==> src/rtl/pdcch_scrambler_pkg.sv <==
// pdcch_scr_pkg: shared types and Gold-sequence step helpers for the PDCCH scrambler.
// Contents: state_t FSM encoding, X1_SEED, x1_step/x2_step (advance an LFSR window n steps).
// Window convention: bit j of a 31-bit state holds x(n+j), so bit 0 is the current output bit.
package pdcch_scr_pkg;

   typedef enum logic [1:0] {IDLE, WARMUP, RUN} state_t;

   localparam logic [30:0] X1_SEED = 31'h1;

   function automatic logic [30:0] x1_step(input logic [30:0] s, input int n);
      logic [30:0] r;
      r = s;
      for (int i = 0; i < n; i++) r = {r[3] ^ r[0], r[30:1]};
      return r;
   endfunction

   function automatic logic [30:0] x2_step(input logic [30:0] s, input int n);
      logic [30:0] r;
      r = s;
      for (int i = 0; i < n; i++) r = {r[3] ^ r[2] ^ r[1] ^ r[0], r[30:1]};
      return r;
   endfunction

endpackage

==> src/rtl/pdcch_scrambler_gold_seq_gen.sv <==
// gold_seq_gen: length-31 Gold sequence generator advancing DATA_WIDTH steps per adv.
// Ports: aclk, reset (async active-low), load (reseed x1=X1_SEED, x2=seed),
//        seed[30:0], adv (advance one beat), c[DATA_WIDTH-1:0] (sequence bits of the current beat).
module gold_seq_gen
   import pdcch_scr_pkg::*;
#(
   parameter int DATA_WIDTH = 8
) (
   input  logic                  aclk,
   input  logic                  reset,
   input  logic                  load,
   input  logic [30:0]           seed,
   input  logic                  adv,
   output logic [DATA_WIDTH-1:0] c
);

   logic [30:0] x1, x2;

   always_ff @(posedge aclk or negedge reset) begin
      if (!reset) begin
         x1 <= '0;
         x2 <= '0;
      end else if (load) begin
         x1 <= X1_SEED;
         x2 <= seed;
      end else if (adv) begin
         x1 <= x1_step(x1, DATA_WIDTH);
         x2 <= x2_step(x2, DATA_WIDTH);
      end
   end

   assign c = x1[DATA_WIDTH-1:0] ^ x2[DATA_WIDTH-1:0];

endmodule

==> src/rtl/pdcch_scrambler.sv <==
// pdcch_scrambler: XORs AXI-stream bytes with the 38.211 Gold sequence seeded by c_init.
// Ports: aclk, reset (async active-low), start (begin codeword, samples c_init), c_init[30:0],
//        s_axis_* (input stream), m_axis_* (scrambled output stream), busy (WARMUP or RUN).
module pdcch_scrambler
   import pdcch_scr_pkg::*;
#(
   parameter int DATA_WIDTH = 8,
   parameter int NC         = 1600
) (
   input  logic                  aclk,
   input  logic                  reset,
   input  logic                  start,
   input  logic [30:0]           c_init,
   input  logic [DATA_WIDTH-1:0] s_axis_data,
   input  logic                  s_axis_valid,
   input  logic                  s_axis_last,
   output logic                  s_axis_ready,
   output logic [DATA_WIDTH-1:0] m_axis_data,
   output logic                  m_axis_valid,
   output logic                  m_axis_last,
   input  logic                  m_axis_ready,
   output logic                  busy
);

   localparam int WARM_CYCLES = NC / DATA_WIDTH;
   localparam int WW          = WARM_CYCLES > 1 ? $clog2(WARM_CYCLES) : 1;

   state_t                state;
   logic [WW-1:0]         warm_cnt;
   logic [DATA_WIDTH-1:0] c;
   logic                  in_hs;

   // Single output register: refill in the same cycle it drains.
   assign s_axis_ready = (state == RUN) && (!m_axis_valid || m_axis_ready);
   assign in_hs        = s_axis_valid && s_axis_ready;
   assign busy         = state != IDLE;

   gold_seq_gen #(.DATA_WIDTH(DATA_WIDTH)) u_gold (
      .aclk  (aclk),
      .reset (reset),
      .load  (start && state == IDLE),
      .seed  (c_init),
      .adv   (state == WARMUP || in_hs),
      .c     (c)
   );

   always_ff @(posedge aclk or negedge reset) begin
      if (!reset) begin
         state        <= IDLE;
         warm_cnt     <= '0;
         m_axis_data  <= '0;
         m_axis_valid <= 1'b0;
         m_axis_last  <= 1'b0;
      end else begin
         case (state)
            IDLE: if (start) begin
               warm_cnt <= '0;
               state    <= (WARM_CYCLES > 0) ? WARMUP : RUN;
            end
            WARMUP: begin
               warm_cnt <= warm_cnt + 1'b1;
               if (warm_cnt == WW'(WARM_CYCLES - 1)) state <= RUN;
            end
            RUN: if (in_hs && s_axis_last) state <= IDLE;
            default: state <= IDLE;
         endcase
         if (in_hs) begin
            m_axis_data  <= s_axis_data ^ c;
            m_axis_last  <= s_axis_last;
            m_axis_valid <= 1'b1;
         end else if (m_axis_ready) begin
            m_axis_valid <= 1'b0;
         end
      end
   end

endmodule

==> config.mk <==
export PLATFORM = sky130hd
export DESIGN_NAME = pdcch_scrambler
export DESIGN_NICKNAME = d
export VERILOG_FILES = /design/src/rtl/pdcch_scrambler_pkg.sv /design/src/rtl/pdcch_scrambler_gold_seq_gen.sv /design/src/rtl/pdcch_scrambler.sv
export SDC_FILE = /design/constraint.sdc
export NUM_CORES = 1
export LEC_CHECK = 0
export ABC_CLOCK_PERIOD_IN_PS = 1800
export CAP_MARGIN = 25
export CORE_UTILIZATION = 46
export CTS_BUF_LIST = sky130_fd_sc_hd__clkbuf_8
export CTS_CLUSTER_DIAMETER = 150
export DETAILED_ROUTE_END_ITERATION = 7
export GPL_TIMING_DRIVEN = 0
export HOLD_SLACK_MARGIN = 0.15
export PLACE_DENSITY = 0.68
export SYNTH_ARGS = -nofsm -noshare
export SYNTH_HDL_FRONTEND = slang
export SYNTH_SLANG_ARGS = --single-unit
==> constraint.sdc <==
create_clock -name aclk -period 1.8 [get_ports aclk]
set_input_delay 0.45 -clock aclk [delete_from_list [all_inputs] [get_ports aclk]]
set_output_delay 0.45 -clock aclk [all_outputs]
set_load 0.005 [all_outputs]
## Word-level counts from Yosys, hierarchy flattened

Cells that the tools add are included.

- Bits in registers: 82
- Output and inout bits: 12
- Logic and storage cells: 74

- $add $sub $neg: 1
- Eq/ne operators: 6
- Multiplexer cells: 12
- Bitwise logic cells: 34
- Reductions and logical operators: 14

Operators with widths:

| cell | number |
|---|---|
| $mux W31 | 4 |
| $xor A1 B1 Y1 | 32 |
| $pmux W8 S2 | 1 |
| $xor A8 B8 Y8 | 2 |
| $add A8 B1 Y8 const B | 1 |
| $eq A8 B8 Y1 const B | 1 |
| $mux W8 | 1 |
| $reduce_bool A2 Y1 | 4 |
| $mux W2 | 3 |
| $pmux W2 S3 | 1 |
| $logic_and A1 B1 Y1 | 4 |
| $ne A2 B1 Y1 const B | 2 |
| $reduce_and A3 Y1 | 1 |
| $eq A2 B1 Y1 const B | 1 |
| $eq A2 B2 Y1 const B | 1 |
| $logic_not A2 Y1 | 1 |
| $logic_or A1 B1 Y1 | 2 |
| $mux W1 | 2 |
| $ne A2 B2 Y1 const B | 1 |
| $reduce_and A2 Y1 | 1 |
| $logic_not A1 Y1 | 1 |

## Depth between registers and ports, before layout

- Depth in word-level cells: 7
- Gate-level depth with buffers: 6
- Depth with buffers taken out: 5

## Modules after synthesis

A second synthesis with hierarchy kept.

- Cells, all modules: 353
- Area, all modules: 3,913.8 um^2

Modules (own cells, without submodules):

| module | instances | cells an instance | area each (um^2) | sequential area each (um^2) |
|---|---|---|---|---|
| gold_seq_gen | 1 | 268 | 2,931.6 | 1,551.5 |
| pdcch_scrambler | 1 | 85 | 982.2 | 500.5 |

## Least setup slack after synthesis

Ideal clock, no wire load.

- Path kind: input to register
- Start: input port m_axis_ready
- End: register u_gold.x2[28]
- Library setup time: 126 ps
- Data arrival time: 1,344 ps
- Required time: 1,674 ps
- Path slack: 330 ps
- Cell stages on the path: 5
- Path through: nand2b_1 a31oi_4 buf_6 nor3_1 a221o_1

- Cells in the longest elaborated chain, start to end: 5

Ends and longest elaborated chain:

| what | line | source |
|---|---|---|
| from (decl) | pdcch_scrambler.sv:21 | `input logic m_axis_ready,` |
| $logic_or A1 B1 Y1 | pdcch_scrambler.sv:34 | `assign s_axis_ready = (state == RUN) && (!m_axis_valid \|\| m_axis_ready);` |
| $logic_and A1 B1 Y1 | pdcch_scrambler.sv:34 |  |
| $logic_and A1 B1 Y1 | pdcch_scrambler.sv:35 | `assign in_hs = s_axis_valid && s_axis_ready;` |
| $logic_or A1 B1 Y1 | pdcch_scrambler.sv:43 | `.adv (state == WARMUP \|\| in_hs),` |
| $reduce_bool A2 Y1 (no source line) | -- |  |
| to (signal assigned) | pdcch_scrambler_gold_seq_gen.sv:28 | `x2 <= x2_step(x2, DATA_WIDTH);` |
| to (decl) | pdcch_scrambler_gold_seq_gen.sv:17 | `logic [30:0] x1, x2;` |

No other way between the ends.
A chain may end at the register's enable or synchronous reset.

## Worst setup path in the final report

- Start: input port start
- End: register u_gold.x2[28]

- Cells in the longest elaborated chain, start to end: 2

Ends and longest elaborated chain:

| what | line | source |
|---|---|---|
| from (decl) | pdcch_scrambler.sv:12 | `input logic start,` |
| $logic_and A1 B1 Y1 (*) | pdcch_scrambler.sv:41 | `.load (start && state == IDLE),` |
| $mux W31 / $reduce_bool A2 Y1 (equally long branches) | -- |  |

Every way passes the cells marked *; elsewhere a longest branch is shown, timed or not.

==> metrics.cfg <==
[status]
outcome = finished, violations left
violations = setup timing

[logic_synthesis]
synth_edf_count = 0
syn_nets = 431
synthCells = 385
synth.cell_area_um2 = 3910
ys_seq_area_frac = 0.525
synthArstFlopShare = 1.00
synth-seq-cells = 82
yosys_warnings = 0
yosysUniqueCellTypes = 34
ys.flop_type = dfrtp_1
avgSynthCellArea_um2 = 10.2

[die]
row_count = 33
io_pins = 57
die-area_um2 = 8870
core-area_um2 = 8220
die_height_um = 94.2
die_width_um = 94.2
initial_core_util = 0.476

[worst_setup_path]
cp_max_fo = 10
crit_arrival_ns = 2.04
start_kind = input pin
cp-end-kind = flop
crit_type = input pin to flop
crit_required_ns = 2.03
crit_path_top_delay_cell = clkdlybuf4s50_1
path_cells = clkdlybuf4s50_1 -> o21ba_1 -> a31oi_4 -> buf_6 -> nor3_1 -> a221o_1
slowest_delay_ns = 0.50

[cts]
clock_path_buffers = 2
cts_buffers = 9
clk_pin_slew_ns = 0.08
h-tree-depth = 3
clock-sinks = 82
clk_latency_ns = 0.34
cts_tree = built
cts-root-buf = clkbuf_8

[routing]
routed_wl_mm = 9.26
drtPass1Iterations = 4
vias = 2996
viasPerCell = 5.22
wire_per_inst_um = 16.1
ant_nets = 0
first_iter_violations = 165
drc = 0

[layout]
area_growth_pct = 26.7
antenna_cells = 0
fill_cells = 699
multi_input_area_um2 = 1720
nNetsFinal = 510
ff_latch_area_um2 = 2050
final_cells = 574
drive_above_1_share = 0.126
fin_util = 0.603
finish.instance_area_um2 = 4950

[sta]
hold_violations = 0
setup_viol = 1
skew_ns = 0.00975
period_minus_slack_ns = 1.81
setup_slack_ns = -0.0120
worstMarginPinSlew_ns = 0.503
finalMaxSlewViolations = 0
fmax_mhz = 552
slew-limit-headroom = 0.662
period_share = 1.01

[place]
dpl_cell_area_um2 = 4630
place_congestion = 0.792
place_ws_ns = -0.440
place_hpwl_mm = 6.46
dp.cells = 547
port_buffers = 56

[pwr]
power_leakage_nw = 2.07
peakVddDrop_v = 0.000624
power_w = 0.00692
power_density_nw_per_um2 = 1400

[min_path]
worst_hold_path_type = flop to flop

[grt]
grt_usage = 0.229
antenna_found_initial = 0
gr-total-overflow = 0
grt_pass1_vias = 2977
grt_max_degree = 49
grt_pass1_wl_mm = 15.2

[run]
max_cap_viol_count = 0

==> routing by layer <==
metal,wire length (µm),vias up,global-route usage
met2,4340,62,0.348
met1,4420,1473,0.331
li1,-,1457,-
met4,82,0,0.0692
met5,0,-,0
met3,409,4,0.0421
==> cells in the mapped netlist (3+ instances only) <==
master / number / area [µm²]
clkbuf_1: 8 / 30.0
nand2_1: 98 / 368
nand4_1: 3 / 18.8
o21ai_0: 54 / 270
nor2_1: 4 / 15.0
buf_2: 3 / 15.0
nor3_1: 3 / 15.0
xnor2_1: 29 / 254
buf_4: 7 / 52.6
o31ai_1: 10 / 75.1
mux2i_1: 30 / 300
buf_6: 3 / 33.8
o21ai_1: 10 / 50.1
xor2_1: 14 / 123
nand3_1: 3 / 15.0
dfrtp_1: 82 / 2050
==> worst max-delay path, delay by kind of cell <==
family,cells,cell delay (ns)
and+or+nand+nor,1,0.09
buffers and inverters,2,0.70
AOI/OAI and AO/OA,3,0.79
==> registers in the layout (all words and copies together) (netlist names) <==
register and flops:
u_gold.x1 31, m_axis_last 1, state 2, warm_cnt 8, u_gold.x2 31, m_axis_valid 1, m_axis_data 8
==> report_power, final <==
| group | internal, W | leakage [nW] | switching (W) |
|---|---|---|---|
| registers | 0.00259 | 0.981 | 0.000604 |
| clock network | 0.000810 | 0.113 | 0.000643 |
| logic | 0.00121 | 0.973 | 0.00106 |
==> final cells by class <==
type	count	share of cell area
buffer	22	0.0323
clock buffer	10	0.0278
clock inverter	6	0.0164
inverter	2	0.00152
multi-input combinational	279	0.347
sequential	82	0.415
tap	105	0.0265
timing repair buffer	68	0.134
==> cell usage in the layout, fill, tap and decap left out, types with 3 or more instances in the layout <==
master / n
nand2_1: 98
dfrtp_1: 81
o21ai_0: 54
clkdlybuf4s50_1: 52
mux2i_1: 30
xnor2_1: 29
buf_4: 18
xor2_1: 14
o21ai_1: 10
clkbuf_8: 10
o31ai_1: 9
buf_2: 6
clkbuf_2: 5
inv_1: 3
buf_6: 3
nor2_1: 3
nand4_1: 3
nand3_1: 3
nor3_1: 3
==> cell families (layout without fill, tap and decap cells) <==
kind of cell | after synthesis | in the layout | synth area share
xor+xnor | 43 | 43 | 0.0964
mux | 32 | 32 | 0.0826
buf+inv | 24 | 108 | 0.0407
compound gates | 83 | 83 | 0.125
simple gates | 120 | 120 | 0.128
fa+ha+maj | 1 | 1 | 0.00320
flops | 82 | 82 | 0.525
==> metrics by stage <==
step                TNS [ns]  hold slack [ns]
floorplan                  0            0.154
global placement     -243.65            0.459
detailed placement    -26.29            0.439
CTS                        0            0.484
global route         -0.0623            0.508
finish               -0.0120            0.482
==> worst paths after layout <==
path | cells past startpoint | startpoint | to | slack [ns]
setup / recovery | 6 | start | u_gold.x2[28]$_DFFE_PN0P_ | -0.01
hold / removal | 2 | u_gold.x1[24]$_DFFE_PN0P_ | u_gold.x1[24]$_DFFE_PN0P_ | 0.48
setup reg to reg | 6 | state[0]$_DFFE_PN0P_ | u_gold.x2[28]$_DFFE_PN0P_ | 0.02
hold reg to reg | 2 | u_gold.x1[24]$_DFFE_PN0P_ | u_gold.x1[24]$_DFFE_PN0P_ | 0.48
max in group asynchronous | 3 | reset | u_gold.x1[9]$_DFFE_PN0P_ | 0.60
min in group asynchronous | 2 | reset | u_gold.x2[21]$_DFFE_PN0P_ | 0.60
==> timing repair <==
item	CTS	global route
resized for setup	16	5
setup buffers	5	5
pin swaps	2	0
endpoints found under the setup margin	47	61
hold buffers	1	0
hold endpoints to repair	34	0
Note: power is estimated with default switching activity, not from simulation.
